### src/rtl/ip_yuv444to422_if.sv
// Pixel stream interface for the 4:4:4 to 4:2:2 converter: 4:4:4 input side and 4:2:2 output side.
interface ip_yuv444to422_if #(
  parameter int unsigned DAT_SZ = 8
);
  logic              i_vld;
  logic              i_hstr;
  logic [DAT_SZ-1:0] i_data_y;
  logic [DAT_SZ-1:0] i_data_cb;
  logic [DAT_SZ-1:0] i_data_cr;
  logic              o_rdy;
  logic              i_rdy;
  logic              o_vld;
  logic              o_hstr;
  logic [DAT_SZ-1:0] o_data_y;
  logic [DAT_SZ-1:0] o_data_c;
  logic              o_c_sel;
  logic              o_odd_err;

  modport slave (
    input  i_vld, i_hstr, i_data_y, i_data_cb, i_data_cr, i_rdy,
    output o_rdy, o_vld, o_hstr, o_data_y, o_data_c, o_c_sel, o_odd_err
  );

  modport master (
    output i_vld, i_hstr, i_data_y, i_data_cb, i_data_cr, i_rdy,
    input  o_rdy, o_vld, o_hstr, o_data_y, o_data_c, o_c_sel, o_odd_err
  );
endinterface

### src/rtl/ip_yuv444to422.sv
// 4:4:4 to 4:2:2 chroma subsampler emitting Y0/Cb, Y1/Cr words per pixel pair.
// Define IP_YUV422_FIR_EN for the 3-tap (1,2,1) chroma filter instead of the 2-tap average.
module ip_yuv444to422 #(
  parameter int unsigned DAT_SZ = 8
) (
  input  logic                    clk,
  input  logic                    rst,
  ip_yuv444to422_if.slave         bus
);

  localparam int unsigned W1 = DAT_SZ + 1;
  localparam int unsigned W2 = DAT_SZ + 2;

  typedef enum logic [1:0] {
    S_EVEN = 2'd0,
    S_ODD  = 2'd1,
    S_EMIT = 2'd2
  } state_t;

  state_t            state_q, state_d;
  logic [DAT_SZ-1:0] hold_y_q, hold_y_d;
  logic [DAT_SZ-1:0] hold_cb_q, hold_cb_d;
  logic [DAT_SZ-1:0] hold_cr_q, hold_cr_d;
  logic              hold_hstr_q, hold_hstr_d;
  logic              o_vld_q, o_vld_d;
  logic              o_hstr_q, o_hstr_d;
  logic [DAT_SZ-1:0] o_y_q, o_y_d;
  logic [DAT_SZ-1:0] o_c_q, o_c_d;
  logic              o_sel_q, o_sel_d;
  logic              err_q, err_d;

  logic              rdy_c;
  logic              in_xfer_c;
  logic              out_xfer_c;
  logic [DAT_SZ-1:0] pair_cb_c;
  logic [DAT_SZ-1:0] pair_cr_c;

`ifdef IP_YUV422_FIR_EN
  logic              hist_vld_q, hist_vld_d;
  logic [DAT_SZ-1:0] hist_cb_q, hist_cb_d;
  logic [DAT_SZ-1:0] hist_cr_q, hist_cr_d;

  function automatic logic [DAT_SZ-1:0] fir3(input logic [DAT_SZ-1:0] cp,
                                             input logic [DAT_SZ-1:0] c0,
                                             input logic [DAT_SZ-1:0] c1);
    logic [W2-1:0] s;
    s = W2'(cp) + (W2'(c0) << 1) + W2'(c1) + W2'(2);
    return s[W2-1:2];
  endfunction

  // First pair of a line has no previous odd pixel, so the even sample stands in.
  always_comb begin
    pair_cb_c = fir3(hist_vld_q ? hist_cb_q : hold_cb_q, hold_cb_q, bus.i_data_cb);
    pair_cr_c = fir3(hist_vld_q ? hist_cr_q : hold_cr_q, hold_cr_q, bus.i_data_cr);
  end
`else
  function automatic logic [DAT_SZ-1:0] avg2(input logic [DAT_SZ-1:0] a,
                                             input logic [DAT_SZ-1:0] b);
    logic [W1-1:0] s;
    s = W1'(a) + W1'(b) + W1'(1);
    return s[W1-1:1];
  endfunction

  always_comb begin
    pair_cb_c = avg2(hold_cb_q, bus.i_data_cb);
    pair_cr_c = avg2(hold_cr_q, bus.i_data_cr);
  end
`endif

  // Acceptance depends on whether the output register can take a new word.
  always_comb begin
    rdy_c = 1'b0;
    case (state_q)
      S_EVEN:  rdy_c = 1'b1;
      S_ODD:   rdy_c = ~o_vld_q | bus.i_rdy;
      S_EMIT:  rdy_c = bus.i_rdy;
      default: rdy_c = 1'b0;
    endcase
    if (rst) rdy_c = 1'b0;
  end

  assign in_xfer_c  = bus.i_vld & rdy_c;
  assign out_xfer_c = o_vld_q & bus.i_rdy;

  always_comb begin
    logic store_even;
    state_d     = state_q;
    hold_y_d    = hold_y_q;
    hold_cb_d   = hold_cb_q;
    hold_cr_d   = hold_cr_q;
    hold_hstr_d = hold_hstr_q;
    o_vld_d     = o_vld_q;
    o_hstr_d    = o_hstr_q;
    o_y_d       = o_y_q;
    o_c_d       = o_c_q;
    o_sel_d     = o_sel_q;
    err_d       = err_q;
`ifdef IP_YUV422_FIR_EN
    hist_vld_d  = hist_vld_q;
    hist_cb_d   = hist_cb_q;
    hist_cr_d   = hist_cr_q;
`endif
    store_even  = 1'b0;

    if (out_xfer_c) o_vld_d = 1'b0;

    case (state_q)
      S_EVEN: begin
        if (in_xfer_c) begin
          store_even = 1'b1;
          state_d    = S_ODD;
        end
      end
      S_ODD: begin
        if (in_xfer_c) begin
          if (bus.i_hstr) begin
            // Line restarted on an unpaired pixel: drop it and flag the error.
            err_d      = 1'b1;
            store_even = 1'b1;
          end else begin
            o_vld_d   = 1'b1;
            o_y_d     = hold_y_q;
            o_c_d     = pair_cb_c;
            o_sel_d   = 1'b0;
            o_hstr_d  = hold_hstr_q;
            hold_y_d  = bus.i_data_y;
            hold_cr_d = pair_cr_c;
`ifdef IP_YUV422_FIR_EN
            hist_vld_d = 1'b1;
            hist_cb_d  = bus.i_data_cb;
            hist_cr_d  = bus.i_data_cr;
`endif
            state_d   = S_EMIT;
          end
        end
      end
      S_EMIT: begin
        if (out_xfer_c) begin
          o_vld_d  = 1'b1;
          o_y_d    = hold_y_q;
          o_c_d    = hold_cr_q;
          o_sel_d  = 1'b1;
          o_hstr_d = 1'b0;
          if (in_xfer_c) begin
            store_even = 1'b1;
            state_d    = S_ODD;
          end else begin
            state_d    = S_EVEN;
          end
        end
      end
      default: state_d = S_EVEN;
    endcase

    if (store_even) begin
      hold_y_d    = bus.i_data_y;
      hold_cb_d   = bus.i_data_cb;
      hold_cr_d   = bus.i_data_cr;
      hold_hstr_d = bus.i_hstr;
`ifdef IP_YUV422_FIR_EN
      if (bus.i_hstr) hist_vld_d = 1'b0;
`endif
    end
  end

  always_ff @(posedge clk) begin
    if (rst) begin
      state_q     <= S_EVEN;
      hold_y_q    <= '0;
      hold_cb_q   <= '0;
      hold_cr_q   <= '0;
      hold_hstr_q <= 1'b0;
      o_vld_q     <= 1'b0;
      o_hstr_q    <= 1'b0;
      o_y_q       <= '0;
      o_c_q       <= '0;
      o_sel_q     <= 1'b0;
      err_q       <= 1'b0;
`ifdef IP_YUV422_FIR_EN
      hist_vld_q  <= 1'b0;
      hist_cb_q   <= '0;
      hist_cr_q   <= '0;
`endif
    end else begin
      state_q     <= state_d;
      hold_y_q    <= hold_y_d;
      hold_cb_q   <= hold_cb_d;
      hold_cr_q   <= hold_cr_d;
      hold_hstr_q <= hold_hstr_d;
      o_vld_q     <= o_vld_d;
      o_hstr_q    <= o_hstr_d;
      o_y_q       <= o_y_d;
      o_c_q       <= o_c_d;
      o_sel_q     <= o_sel_d;
      err_q       <= err_d;
`ifdef IP_YUV422_FIR_EN
      hist_vld_q  <= hist_vld_d;
      hist_cb_q   <= hist_cb_d;
      hist_cr_q   <= hist_cr_d;
`endif
    end
  end

  assign bus.o_rdy     = rdy_c;
  assign bus.o_vld     = o_vld_q;
  assign bus.o_hstr    = o_hstr_q;
  assign bus.o_data_y  = o_y_q;
  assign bus.o_data_c  = o_c_q;
  assign bus.o_c_sel   = o_sel_q;
  assign bus.o_odd_err = err_q;

endmodule

### src/flat_wrapper.sv
// flat-port wrapper written by rule: the top's interface ports become plain ports
module ip_yuv444to422_flat 
#(
  parameter int unsigned DAT_SZ = 8
)
  (clk, rst, bus_i_vld, bus_i_hstr, bus_i_data_y, bus_i_data_cb, bus_i_data_cr, bus_i_rdy, bus_o_rdy, bus_o_vld, bus_o_hstr, bus_o_data_y, bus_o_data_c, bus_o_c_sel, bus_o_odd_err);
  ip_yuv444to422_if #(.DAT_SZ(DAT_SZ)) bus_i ();
  input  logic clk;
  input  logic rst;
  input wire logic [$bits(bus_i.i_vld)-1:0] bus_i_vld;
  input wire logic [$bits(bus_i.i_hstr)-1:0] bus_i_hstr;
  input wire logic [$bits(bus_i.i_data_y)-1:0] bus_i_data_y;
  input wire logic [$bits(bus_i.i_data_cb)-1:0] bus_i_data_cb;
  input wire logic [$bits(bus_i.i_data_cr)-1:0] bus_i_data_cr;
  input wire logic [$bits(bus_i.i_rdy)-1:0] bus_i_rdy;
  output wire logic [$bits(bus_i.o_rdy)-1:0] bus_o_rdy;
  output wire logic [$bits(bus_i.o_vld)-1:0] bus_o_vld;
  output wire logic [$bits(bus_i.o_hstr)-1:0] bus_o_hstr;
  output wire logic [$bits(bus_i.o_data_y)-1:0] bus_o_data_y;
  output wire logic [$bits(bus_i.o_data_c)-1:0] bus_o_data_c;
  output wire logic [$bits(bus_i.o_c_sel)-1:0] bus_o_c_sel;
  output wire logic [$bits(bus_i.o_odd_err)-1:0] bus_o_odd_err;
  assign bus_i.i_vld = bus_i_vld;
  assign bus_i.i_hstr = bus_i_hstr;
  assign bus_i.i_data_y = bus_i_data_y;
  assign bus_i.i_data_cb = bus_i_data_cb;
  assign bus_i.i_data_cr = bus_i_data_cr;
  assign bus_i.i_rdy = bus_i_rdy;
  assign bus_o_rdy = bus_i.o_rdy;
  assign bus_o_vld = bus_i.o_vld;
  assign bus_o_hstr = bus_i.o_hstr;
  assign bus_o_data_y = bus_i.o_data_y;
  assign bus_o_data_c = bus_i.o_data_c;
  assign bus_o_c_sel = bus_i.o_c_sel;
  assign bus_o_odd_err = bus_i.o_odd_err;
  ip_yuv444to422 #(.DAT_SZ(DAT_SZ)) u_core (.clk(clk), .rst(rst), .bus(bus_i));
endmodule
### config.mk
export PLATFORM = sky130hd
export DESIGN_NAME = ip_yuv444to422_flat
export DESIGN_NICKNAME = d
export VERILOG_FILES = /design/src/rtl/ip_yuv444to422_if.sv /design/src/rtl/ip_yuv444to422.sv /design/src/flat_wrapper.sv
export SDC_FILE = /design/constraint.sdc
export NUM_CORES = 1
export LEC_CHECK = 0
export ABC_AREA = 1
export ABC_CLOCK_PERIOD_IN_PS = 2400
export CAP_MARGIN = 20
export CORE_ASPECT_RATIO = 1.75
export CORE_MARGIN = 10
export CORE_UTILIZATION = 50
export CTS_BUF_LIST = sky130_fd_sc_hd__clkbuf_4 sky130_fd_sc_hd__clkbuf_8 sky130_fd_sc_hd__clkbuf_16
export CTS_CLUSTER_DIAMETER = 80
export DETAILED_ROUTE_END_ITERATION = 7
export PLACE_DENSITY = 0.78
export SYNTH_ARGS = -nofsm -noshare
export SYNTH_HDL_FRONTEND = slang
export SYNTH_SLANG_ARGS = --single-unit
### constraint.sdc
create_clock -name clk -period 2.4 [get_ports clk]
set_clock_uncertainty 0.1 [all_clocks]
set_input_delay 0.72 -clock clk [delete_from_list [all_inputs] [get_ports clk]]
set_output_delay 0.72 -clock clk [all_outputs]
set_load 0.1 [all_outputs]
### Word level (Yosys, flattened, before mapping)

Cells that the tools add are included.

| word-level totals | value |
|---|---|
| bits in registers | 47 |
| logic and storage cells | 76 |
| bits of input ports | 29 |

| cells by class | value |
|---|---|
| bitwise operators | 4 |
| eq/ne operators | 7 |
| reductions and logical operators | 8 |
| $add $sub $neg | 4 |
| muxes and demuxes | 42 |

Operators with widths:

| cell | number |
|---|---|
| $mux W8 | 14 |
| $pmux W8 S2 | 2 |
| $add A8 B8 Y9 | 2 |
| $add A9 B1 Y9 const B | 2 |
| $mux W1 | 16 |
| $mux W2 | 4 |
| $ne A2 B1 Y1 const B | 4 |
| $reduce_and A4 Y1 | 2 |
| $pmux W1 S2 | 3 |
| $pmux W1 S3 | 2 |
| $pmux W2 S3 | 1 |
| $reduce_and A3 Y1 | 2 |
| $reduce_bool A2 Y1 | 3 |
| $and A1 B1 Y1 | 2 |
| $eq A2 B1 Y1 const B | 1 |
| $eq A2 B2 Y1 const B | 1 |
| $logic_not A2 Y1 | 1 |
| $ne A2 B2 Y1 const B | 1 |
| $not A1 Y1 | 1 |
| $or A1 B1 Y1 | 1 |

### Logic depth before layout (Yosys ltp)

Gate-level depths: netlist (run 1).

| depth | value |
|---|---|
| word-level depth | 10 |
| mapped depth | 12 |

### Worst setup path before layout (run 1)

OpenSTA, ideal clock, no wires.

| timing path | value |
|---|---|
| path type | register -> output |
| start point | register u_core.o_vld_q (netlist: u_core.bus.o_vld) |
| end point | output bus_o_rdy |
| slack | -0.131 ns |
| arrival time | 1.711 ns |
| cell stages (with the launch flop) | 6 |
| path buffers | 0 |
| cell sequence | dfxtp_1 nand2_1 nand2_1 nand2_1 nand2_1 inv_1 |

| between the ends | value |
|---|---|
| cells in the longest elaborated chain, start to end | 4 |

RTL lines:

| element | RTL line | RTL |
|---|---|---|
| start, declared | ip_yuv444to422.sv:25 | `logic o_vld_q, o_vld_d;` |
| start signal, assigned | ip_yuv444to422.sv:190 | `o_vld_q <= o_vld_d;` |
| $not A1 Y1 | ip_yuv444to422.sv:75 | `S_ODD: rdy_c = ~o_vld_q \| bus.i_rdy;` |
| $or A1 B1 Y1 | ip_yuv444to422.sv:75 |  |
| $pmux W1 S3 | ip_yuv444to422.sv:73 | `case (state_q)` |
| $mux W1 | ip_yuv444to422.sv:79 | `if (rst) rdy_c = 1'b0;` |
| end, declared | flat_wrapper.sv:16 | `output wire logic [$bits(bus_i.o_rdy)-1:0] bus_o_rdy;` |

No other way between the ends.

### Worst setup path in the final report (run 1)

| timing path | value |
|---|---|
| start point | register u_core.state_q[1] |
| end point | output bus_o_rdy |

| between the ends | value |
|---|---|
| cells in the longest elaborated chain, start to end | 3 |
| elaborated cells between the ends (all ways) | 5 |
| classes of those cells | eq/ne: 2; mux: 2; reduce/logical: 1 |

RTL lines:

| element | RTL line | RTL |
|---|---|---|
| start, declared | ip_yuv444to422.sv:20 | `state_t state_q, state_d;` |
| start signal, assigned | ip_yuv444to422.sv:185 | `state_q <= state_d;` |
| $eq A2 B2 Y1 (tied with other cells) | ip_yuv444to422.sv:73 |  |
| $pmux W1 S3 (*) | ip_yuv444to422.sv:73 |  |
| $mux W1 (*) | ip_yuv444to422.sv:79 |  |

Every way passes the cells marked *; elsewhere a longest branch is shown, timed or not.

==> flow_metrics.env, run 1 <==
export IMPL_synth_xor_area_share_pct=1.58
export IMPL_synth_compound_area_share_pct=18.1
export IMPL_critPathMaxStageDelay_ps=380
export IMPL_comb_power_share_pct=63.3
export IMPL_p_leak_nw=1.76
export IMPL_grt_usage_pct=15.5
export IMPL_yosys_warnings=0
export IMPL_grt_pass1_wl_um=11900
export IMPL_setup_viol=0
export IMPL_drive_gt1_share_pct=18.8
export IMPL_min_period_ps=2320
export IMPL_synth_cells=408
export IMPL_post_dp_hpwl_um=5650
export IMPL_endpoint_kind="primary output"
export IMPL_synth_top_family_by_area="simple AND/OR/NAND/NOR gates"
export IMPL_seq_area_frac_synth_pct=34.0
export IMPL_initial_core_util_pct=51.8
export IMPL_p_clk_share_pct=12.3
export IMPL_finalNonFillerCells=563
export IMPL_drc=0
export IMPL_place_inst=555
export IMPL_antenna_found_initial=0
export IMPL_tightest_slew_ps=293
export IMPL_numCtsBuffers=5
export IMPL_sw_frac_of_total_pct=52.6
export IMPL_timing_fmax_mhz=432
export IMPL_required_ps=1580
export IMPL_cts_setup_buffers=0
export IMPL_portBuffers=49
export IMPL_path_common_cell="nand2_2"
export IMPL_clkTransAtPathRegs_ps=90
export IMPL_grt_ovfl_total=0
export IMPL_synth_seq_cells=47
export IMPL_utilization_pct=68.5
export IMPL_grt_pass1_vias=2747
export IMPL_wl_per_cell_um=12.6
export IMPL_post_route_period_util_pct=96.5
export IMPL_n_fill_cell=512
export IMPL_syn_avg_cell_area_um2=6.78
export IMPL_finalMaxSlewViolations=0
export IMPL_drt_total_wl_um=7110
export IMPL_num_antenna_cells=0
export IMPL_slowest_stage="dfxtp_2"
export IMPL_nets=537
export IMPL_hold_path_class="reg2reg"
export IMPL_worst_setup_path_type="reg2out"
export IMPL_cts_root_buffer="clkbuf_8"
export IMPL_p_sw_mw=2.60
export IMPL_synthToLayoutAreaGrowth_pct=32.3
export IMPL_ant_nets=0
export IMPL_max_slew_margin_rel_pct=80.4
export IMPL_final_common_cell="nand2_1"
export IMPL_cts_buffer_depth=2
export IMPL_holdWs_ps=345
export IMPL_drv_cap=0
export IMPL_hold_viol_final=0
export IMPL_cts_hold_buffers_added=0
export IMPL_first_iter_violations=141
export IMPL_die_y_um=118
export IMPL_dieArea_um2=9030
export IMPL_cp_cell_sequence="inv_1, ha_2, a21oi_2, nand2_2, nand2_2, clkinvlp_4, buf_12"
export IMPL_place_area_um2=3530
export IMPL_outcome="complete, no violations"
export IMPL_synth_nets=457
export IMPL_cts_sinks=47
export IMPL_yosysUniqueCellTypes=27
export IMPL_drtPass1Iterations=4
export IMPL_critPathArrivalTime_ps=1500
export IMPL_gp_congestion=0.887
export IMPL_core_area_um2=5340
export IMPL_cts_tree="yes"
export IMPL_netlist_area_um2=2770
export IMPL_htreeDepth=2
export IMPL_seqPwrFrac_pct=24.4
export IMPL_path_delay_family="flip-flops"
export IMPL_start_kind="register"
export IMPL_ios=50
export IMPL_clkLatencyLatePin_ps=300
export IMPL_fin_tns_setup_ps=0
export IMPL_fin_area_um2=3660
export IMPL_p_int_mw=2.34
export IMPL_rsz0062_at_grt="no"
export IMPL_fp_dieW_um=76.2
export IMPL_path_buf_inv=3
export IMPL_num_vias=2860
export IMPL_synthSimpleGateAreaFrac_pct=26.8
export IMPL_muxShareOfSynthArea_pct=0
export IMPL_grt_max_degree=23
export IMPL_ir_drop_mv=0.580
export IMPL_viasPerCell=5.08
export IMPL_mostFrequentLayoutCells="89 x nand2_1, 57 x buf_4, 49 x nor2_1"
export IMPL_synth_fa_ha_area_share_pct=9.58
export IMPL_powerDensity_nw_per_um2=1350
export IMPL_crit_fanout=4
export IMPL_num_rows=35
worst min-delay path: stages, from the launching register on:
cell,delay (ps)
dfxtp_1,310
inv_1,50
a21oi_1,50
state kept, by name, summed over array words and instances, names as in the netlist, 2 cells and up:
signal and count:
u_core.bus.o_data_c 8, u_core.bus.o_data_y 8, u_core.hold_cb_q 8, u_core.hold_cr_q 8, u_core.hold_y_q 8, u_core.state_q 2
power by group through the flow:
stage	sequential [mW]	combinational [mW]	clock, mW
2_1_floorplan	2.27	1.23	0
3_3_place_gp	1.21	3.06	0
3_5_place_dp	1.22	3.10	0
4_1_cts	1.20	3.12	0.623
5_1_grt	1.24	3.36	0.659
6_report	1.20	3.13	0.607
layout make-up:
| type | count | area (um^2) | area share, % |
|---|---|---|---|
| repair buffers | 87 | 742 | 20.3 |
| inverters | 51 | 195 | 5.33 |
| well taps | 74 | 92.6 | 2.53 |
| clock inverters | 2 | 35.0 | 0.957 |
| clock buffers | 6 | 82.6 | 2.26 |
| flip-flops and latches | 47 | 945 | 25.8 |
| multi-input cells | 296 | 1570 | 42.9 |
what timing repair did:
action                                  4_1_cts  5_1_grt
pin swaps                                     1        0
resized for setup                             7        7
endpoints found under the setup margin        1        1
logic make-up after synthesis:
group,Yosys count
xor gates and xnor gates,5
and+or+nand+nor,176
AOI/OAI and AO/OA,95
DFF,47
adders and majority gates,20
buffers and inverters,65
Yosys cell counts:
cell / number / area, um^2
or2_2: 2 / 12.5
nor2_4: 1 / 11.3
inv_1: 47 / 176
nand3_1: 17 / 85.1
nand4_1: 9 / 56.3
dfxtp_1: 47 / 941
clkbuf_1: 5 / 18.8
nand3b_1: 1 / 7.51
fa_1: 2 / 40.0
buf_2: 4 / 20.0
nand2_1: 91 / 342
buf_4: 1 / 7.51
xnor2_1: 5 / 43.8
a21oi_1: 40 / 200
o21a_1: 7 / 52.6
a21oi_2: 1 / 8.76
nor2_1: 50 / 188
and3_1: 1 / 6.26
clkbuf_2: 1 / 5.00
ha_1: 18 / 225
o21ai_0: 46 / 230
nand2_2: 2 / 12.5
nand3_2: 2 / 20.0
buf_6: 3 / 33.8
o21ai_2: 1 / 8.76
inv_2: 3 / 11.3
clkinv_1: 1 / 3.75
metal layers:
| metal | vias to the layer above | part of all wire [%] | GRT usage [%] |
|---|---|---|---|
| met5 | - | 0 | 0 |
| met4 | 0 | 3.2 | 6.89 |
| met3 | 21 | 3.2 | 3.03 |
| met2 | 58 | 56 | 30.2 |
| met1 | 1300 | 38 | 15.1 |
| li1 | 1481 | - | - |
final timing paths:
kind                                              from                     end  slack (ps)  depth (start not counted)
worst max-delay path                 u_core.state_q[1]               bus_o_rdy          80                          7
worst min-delay path            u_core.bus.o_data_y[2]  u_core.bus.o_data_y[2]         340                          2
worst max register to register       u_core.state_q[1]     u_core.hold_cr_q[2]         350                         12
worst min register to register  u_core.bus.o_data_y[2]  u_core.bus.o_data_y[2]         340                          2
through the flow:
stage,setup WS [ps],total power [mW]
finish,84.1,4.94
global route,18.1,5.26
CTS,4.18,4.95
detailed placement,-241,4.32
global placement,-213,4.27
floorplan,108,3.50
No activity file was read; power rests on OpenSTA's default activity.
==> inputs of run 2 (changes only) <==
CORE_UTILIZATION = 40   (was 50)
PLACE_DENSITY = 0.65   (was 0.78)
==> flow_metrics.env, run 2 (synthesis gave the netlist of run 1 again) <==
export IMPL_worstHoldStart="u_core.bus.o_data_y[5]"
export IMPL_fp_dieW_um=82.9
export IMPL_tightest_slew_ps=284
export IMPL_clkLatencyLatePin_ps=290
export IMPL_finalMaxSlewViolations=0
export IMPL_finalNonFillerCells=572
export IMPL_crit_fanout=6
export IMPL_drv_cap=0
export IMPL_min_period_ps=2360
export IMPL_endpoint_kind="primary output"
export IMPL_fin_tns_setup_ps=0
export IMPL_num_vias=2833
export IMPL_r2r_start="u_core.state_q[0]"
export IMPL_cp_cell_sequence="inv_1, ha_2, nand2_1, nand2_2, nand2_2, clkinvlp_4, buf_12"
export IMPL_grt_pass1_vias=2845
export IMPL_sw_frac_of_total_pct=50.1
export IMPL_drive_gt1_share_pct=18.4
export IMPL_ios=50
export IMPL_comb_power_share_pct=60.3
export IMPL_seqPwrFrac_pct=22.7
export IMPL_required_ps=1580
export IMPL_hold_viol_final=0
export IMPL_synthToLayoutAreaGrowth_pct=36.7
export IMPL_grt_pass1_wl_um=12800
export IMPL_max_slew_margin_rel_pct=81.2
export IMPL_gp_congestion=0.880
export IMPL_n_fill_cell=694
export IMPL_cts_sinks=47
export IMPL_first_iter_violations=119
export IMPL_p_leak_nw=1.81
export IMPL_worst_setup_path_type="reg2out"
export IMPL_cts_tree="yes"
export IMPL_critPathArrivalTime_ps=1540
export IMPL_cts_setup_buffers=0
export IMPL_num_antenna_cells=0
export IMPL_outcome="complete, no violations"
export IMPL_wl_per_cell_um=13.2
export IMPL_crit_start="u_core.state_q[1]"
export IMPL_cts_buffer_depth=2
export IMPL_post_route_period_util_pct=98.2
export IMPL_grt_max_degree=35
export IMPL_drt_total_wl_um=7570
export IMPL_p_clk_share_pct=17.0
export IMPL_setup_ws_ps=43.5
export IMPL_ant_nets=0
export IMPL_p_int_mw=2.65
export IMPL_place_inst=564
export IMPL_mostFrequentLayoutCells="88 x nand2_1, 53 x buf_4, 49 x nor2_1"
export IMPL_clkTransAtPathRegs_ps=60
export IMPL_viasPerCell=4.95
export IMPL_grt_usage_pct=14.1
export IMPL_antenna_found_initial=0
export IMPL_dieArea_um2=10800
export IMPL_critPathMaxStageDelay_ps=380
export IMPL_post_dp_hpwl_um=5880
export IMPL_dp_slack_ps=-243
export IMPL_path_common_cell="nand2_2"
export IMPL_cts_hold_buffers_added=0
export IMPL_initial_core_util_pct=40.7
export IMPL_numCtsBuffers=5
export IMPL_num_rows=40
export IMPL_slowest_stage="dfxtp_1"
export IMPL_core_area_um2=6810
export IMPL_ir_drop_mv=0.444
export IMPL_powerDensity_nw_per_um2=1400
export IMPL_fin_area_um2=3780
export IMPL_setup_viol=0
export IMPL_start_kind="register"
export IMPL_htreeDepth=2
export IMPL_drtPass1Iterations=4
export IMPL_grt_ovfl_total=0
export IMPL_portBuffers=49
export IMPL_p_sw_mw=2.65
export IMPL_timing_fmax_mhz=424
export IMPL_place_area_um2=3570
export IMPL_cts_root_buffer="clkbuf_16"
export IMPL_drc=0
export IMPL_nets=536
export IMPL_r2r_slack_ps=380
export IMPL_final_common_cell="nand2_1"
export IMPL_die_y_um=130
export IMPL_hold_path_class="reg2reg"
## run 2: cell types whose count changed in the layout (fill, tap and decap cells not counted), sizes merged
| cell | change |
|---|---|
| buf | -1 |
| bufinv | +1 |
| clkinv | -1 |
## run 2: layout make-up
type                       count  area, um^2  share of cell area [%]
inverter                      51         195                    5.16
multi-input combinational    296        1570                    41.6
timing repair buffer          86         772                    20.4
tap                           84         105                    2.78
sequential                    47         943                    24.9
clock inverter                 2        60.1                    1.59
clock buffer                   6         133                    3.51
## run 2: worst max-delay path: cells and delay by family (launching register included)
family                     cells  cell delay, ps
adders and majority gates      1             230
and+or+nand+nor                3             280
DFF                            1             380
buffers and inverters          3             360
## run 2: stage by stage
stage / utilization [%] / hold slack (ps) / total power [mW]
after CTS: 55.4 / 344 / 5.31
final: 55.6 / 341 / 5.30
after detailed placement: 52.5 / 334 / 4.38
after global routing: 55.6 / 361 / 5.65
after global placement: 52.5 / 331 / 4.33
after floorplan: - / 329 / 3.50
## run 2: timing repair
| action | 4_1_cts | 5_1_grt |
|---|---|---|
| gates resized for setup | 5 | 9 |
| pin swaps | 0 | 1 |
| setup endpoints to repair | 1 | 4 |
## run 2: final timing paths
path | to | cells after the start
worst min-delay path | u_core.bus.o_data_y[5] | 2
worst max-delay path | bus_o_rdy | 7
worst min register to register | u_core.bus.o_data_y[5] | 2
worst max register to register | u_core.hold_y_q[6] | 12
## run 2: routing by layer
layer	vias up	GRT usage (%)	wire length (um)
met3	17	2.62	291
met4	0	6.04	159
met1	1262	14.2	3060
met2	72	27.4	4060
met5	-	0	0
li1	1482	-	-
## run 2: power groups by stage
| stage | Sequential, mW | Combinational (mW) | Clock [mW] |
|---|---|---|---|
| 2_1_floorplan | 2.27 | 1.23 | 0 |
| 3_3_place_gp | 1.21 | 3.12 | 0 |
| 3_5_place_dp | 1.22 | 3.17 | 0 |
| 4_1_cts | 1.20 | 3.19 | 0.921 |
| 5_1_grt | 1.24 | 3.46 | 0.957 |
| 6_report | 1.20 | 3.19 | 0.903 |
==> inputs of run 3 (changes only) <==
ABC_CLOCK_PERIOD_IN_PS = 2800   (was 2400)
clock period = 2.8 ns   (was 2.4 ns; I/O delays follow)
==> flow_metrics.env, run 3 (synthesis gave the netlist of run 1 again) <==
export IMPL_mostFrequentLayoutCells="91 x nand2_1, 50 x nor2_1, 47 x dfxtp_1"
export IMPL_comb_power_share_pct=60.0
export IMPL_finalMaxSlewViolations=0
export IMPL_drc=0
export IMPL_initial_core_util_pct=40.7
export IMPL_p_int_mw=2.06
export IMPL_start_kind="primary input"
export IMPL_ir_drop_mv=0.483
export IMPL_multi_input_comb_area_um2=1550
export IMPL_powerDensity_nw_per_um2=1200
export IMPL_grt_usage_pct=12.7
export IMPL_synthToLayoutAreaGrowth_pct=27.8
export IMPL_crit_fanout=2
export IMPL_drive_gt1_share_pct=11.7
export IMPL_fp_dieW_um=82.9
export IMPL_cts_buffer_depth=2
export IMPL_hold_viol_final=0
export IMPL_critPathArrivalTime_ps=1780
export IMPL_drv_cap=0
export IMPL_antenna_found_initial=0
export IMPL_p_sw_mw=2.20
export IMPL_tightest_slew_ps=330
export IMPL_outcome="complete, no violations"
export IMPL_clkLatencyLatePin_ps=280
export IMPL_cts_sinks=47
export IMPL_ant_nets=0
export IMPL_place_inst=539
export IMPL_die_y_um=130
export IMPL_final_common_cell="nand2_1"
export IMPL_seqPwrFrac_pct=24.0
export IMPL_n_fill_cell=708
export IMPL_crit_start="rst"
export IMPL_num_rows=40
export IMPL_numCtsBuffers=5
export IMPL_worstHoldStart="u_core.bus.o_data_y[5]"
export IMPL_htreeDepth=2
export IMPL_drt_total_wl_um=6880
export IMPL_num_antenna_cells=0
export IMPL_cts_tree="yes"
export IMPL_rsz0062_at_grt="no"
export IMPL_dp_slack_ps=-36.7
export IMPL_portBuffers=49
export IMPL_final_seq_area_um2=941
export IMPL_grt_max_degree=36
export IMPL_viasPerCell=4.83
export IMPL_r2r_start="u_core.state_q[0]"
export IMPL_setup_viol=0
export IMPL_finalNonFillerCells=547
export IMPL_grt_ovfl_total=0
export IMPL_core_area_um2=6810
export IMPL_required_ps=1860
export IMPL_nets=511
export IMPL_p_clk_share_pct=16.0
export IMPL_p_leak_nw=1.68
export IMPL_wl_per_cell_um=12.6
export IMPL_dieArea_um2=10800
export IMPL_clkTransAtPathRegs_ps=60
export IMPL_hold_path_class="reg2reg"
export IMPL_post_route_period_util_pct=97.0
export IMPL_timing_fmax_mhz=368
export IMPL_sw_frac_of_total_pct=51.6
export IMPL_first_iter_violations=108
export IMPL_cts_root_buffer="clkbuf_16"
export IMPL_gp_congestion=0.865
export IMPL_grt_pass1_vias=2541
export IMPL_post_dp_hpwl_um=5580
export IMPL_drtPass1Iterations=4
export IMPL_grt_pass1_wl_um=11600
export IMPL_ios=50
export IMPL_worst_setup_path_type="in2out"
export IMPL_max_slew_margin_rel_pct=77.9
export IMPL_num_vias=2641
export IMPL_endpoint_kind="primary output"
export IMPL_min_period_ps=2720
export IMPL_setup_ws_ps=84.2
[run 3: repair_timing]
| action | 4_1_cts | 5_1_grt |
|---|---|---|
| setup endpoints to repair | 1 | 0 |
| setup buffers | 0 | 0 |
| hold buffers | 0 | 0 |
| gates resized for setup | 2 | 0 |
[run 3: worst paths after layout]
check	endpoint	slack, ps	depth (start not counted)
worst max-delay path	bus_o_rdy	80	5
worst min-delay path	u_core.bus.o_data_y[5]	340	2
worst max register to register	u_core.hold_cr_q[7]	560	11
worst min register to register	u_core.bus.o_data_y[5]	340	2
[run 3: stage by stage]
| step | TNS [ps] | total power [mW] | utilization, % | hold WS, ps | area [um^2] |
|---|---|---|---|---|---|
| 3_3_place_gp | -38.6 | 3.58 | 49.4 | 331 | 3370 |
| 3_5_place_dp | -36.7 | 3.61 | 49.4 | 334 | 3370 |
| 2_1_floorplan | 0 | 3.00 | - | 329 | 2770 |
| 5_1_grt | 0 | 4.55 | 52.0 | 375 | 3540 |
| 4_1_cts | 0 | 4.30 | 52.0 | 344 | 3540 |
| 6_report | 0 | 4.26 | 52.0 | 342 | 3540 |
[run 3: worst max-delay path, stage by stage]
cell and delay (ps):
clkdlybuf4s50_1 460, nor2_1 160, nand2_1 80, inv_2 70
buf_12 160
[run 3: layout make-up]
class,count,share of cell area (%)
multi-input cells,296,43.8
flip-flops and latches,47,26.6
repair buffers,61,16.3
inverters,51,5.41
clock buffers,6,3.93
well taps,84,2.97
clock inverters,2,0.990
[run 3: routing by layer]
metal	global-route usage, %	part of all wire [%]
met1	14.2	43
met2	23.2	51
met3	1.68	3.1
met4	6.14	3.0
met5	0	0
[run 3: power by group through the flow]
stage	Clock [mW]	Combinational (mW)	Sequential, mW
final	0.682	2.55	1.02
after global routing	0.722	2.77	1.05
after CTS	0.700	2.58	1.03
after detailed placement	0	2.57	1.04
after global placement	0	2.54	1.03
after floorplan	0	1.05	1.94
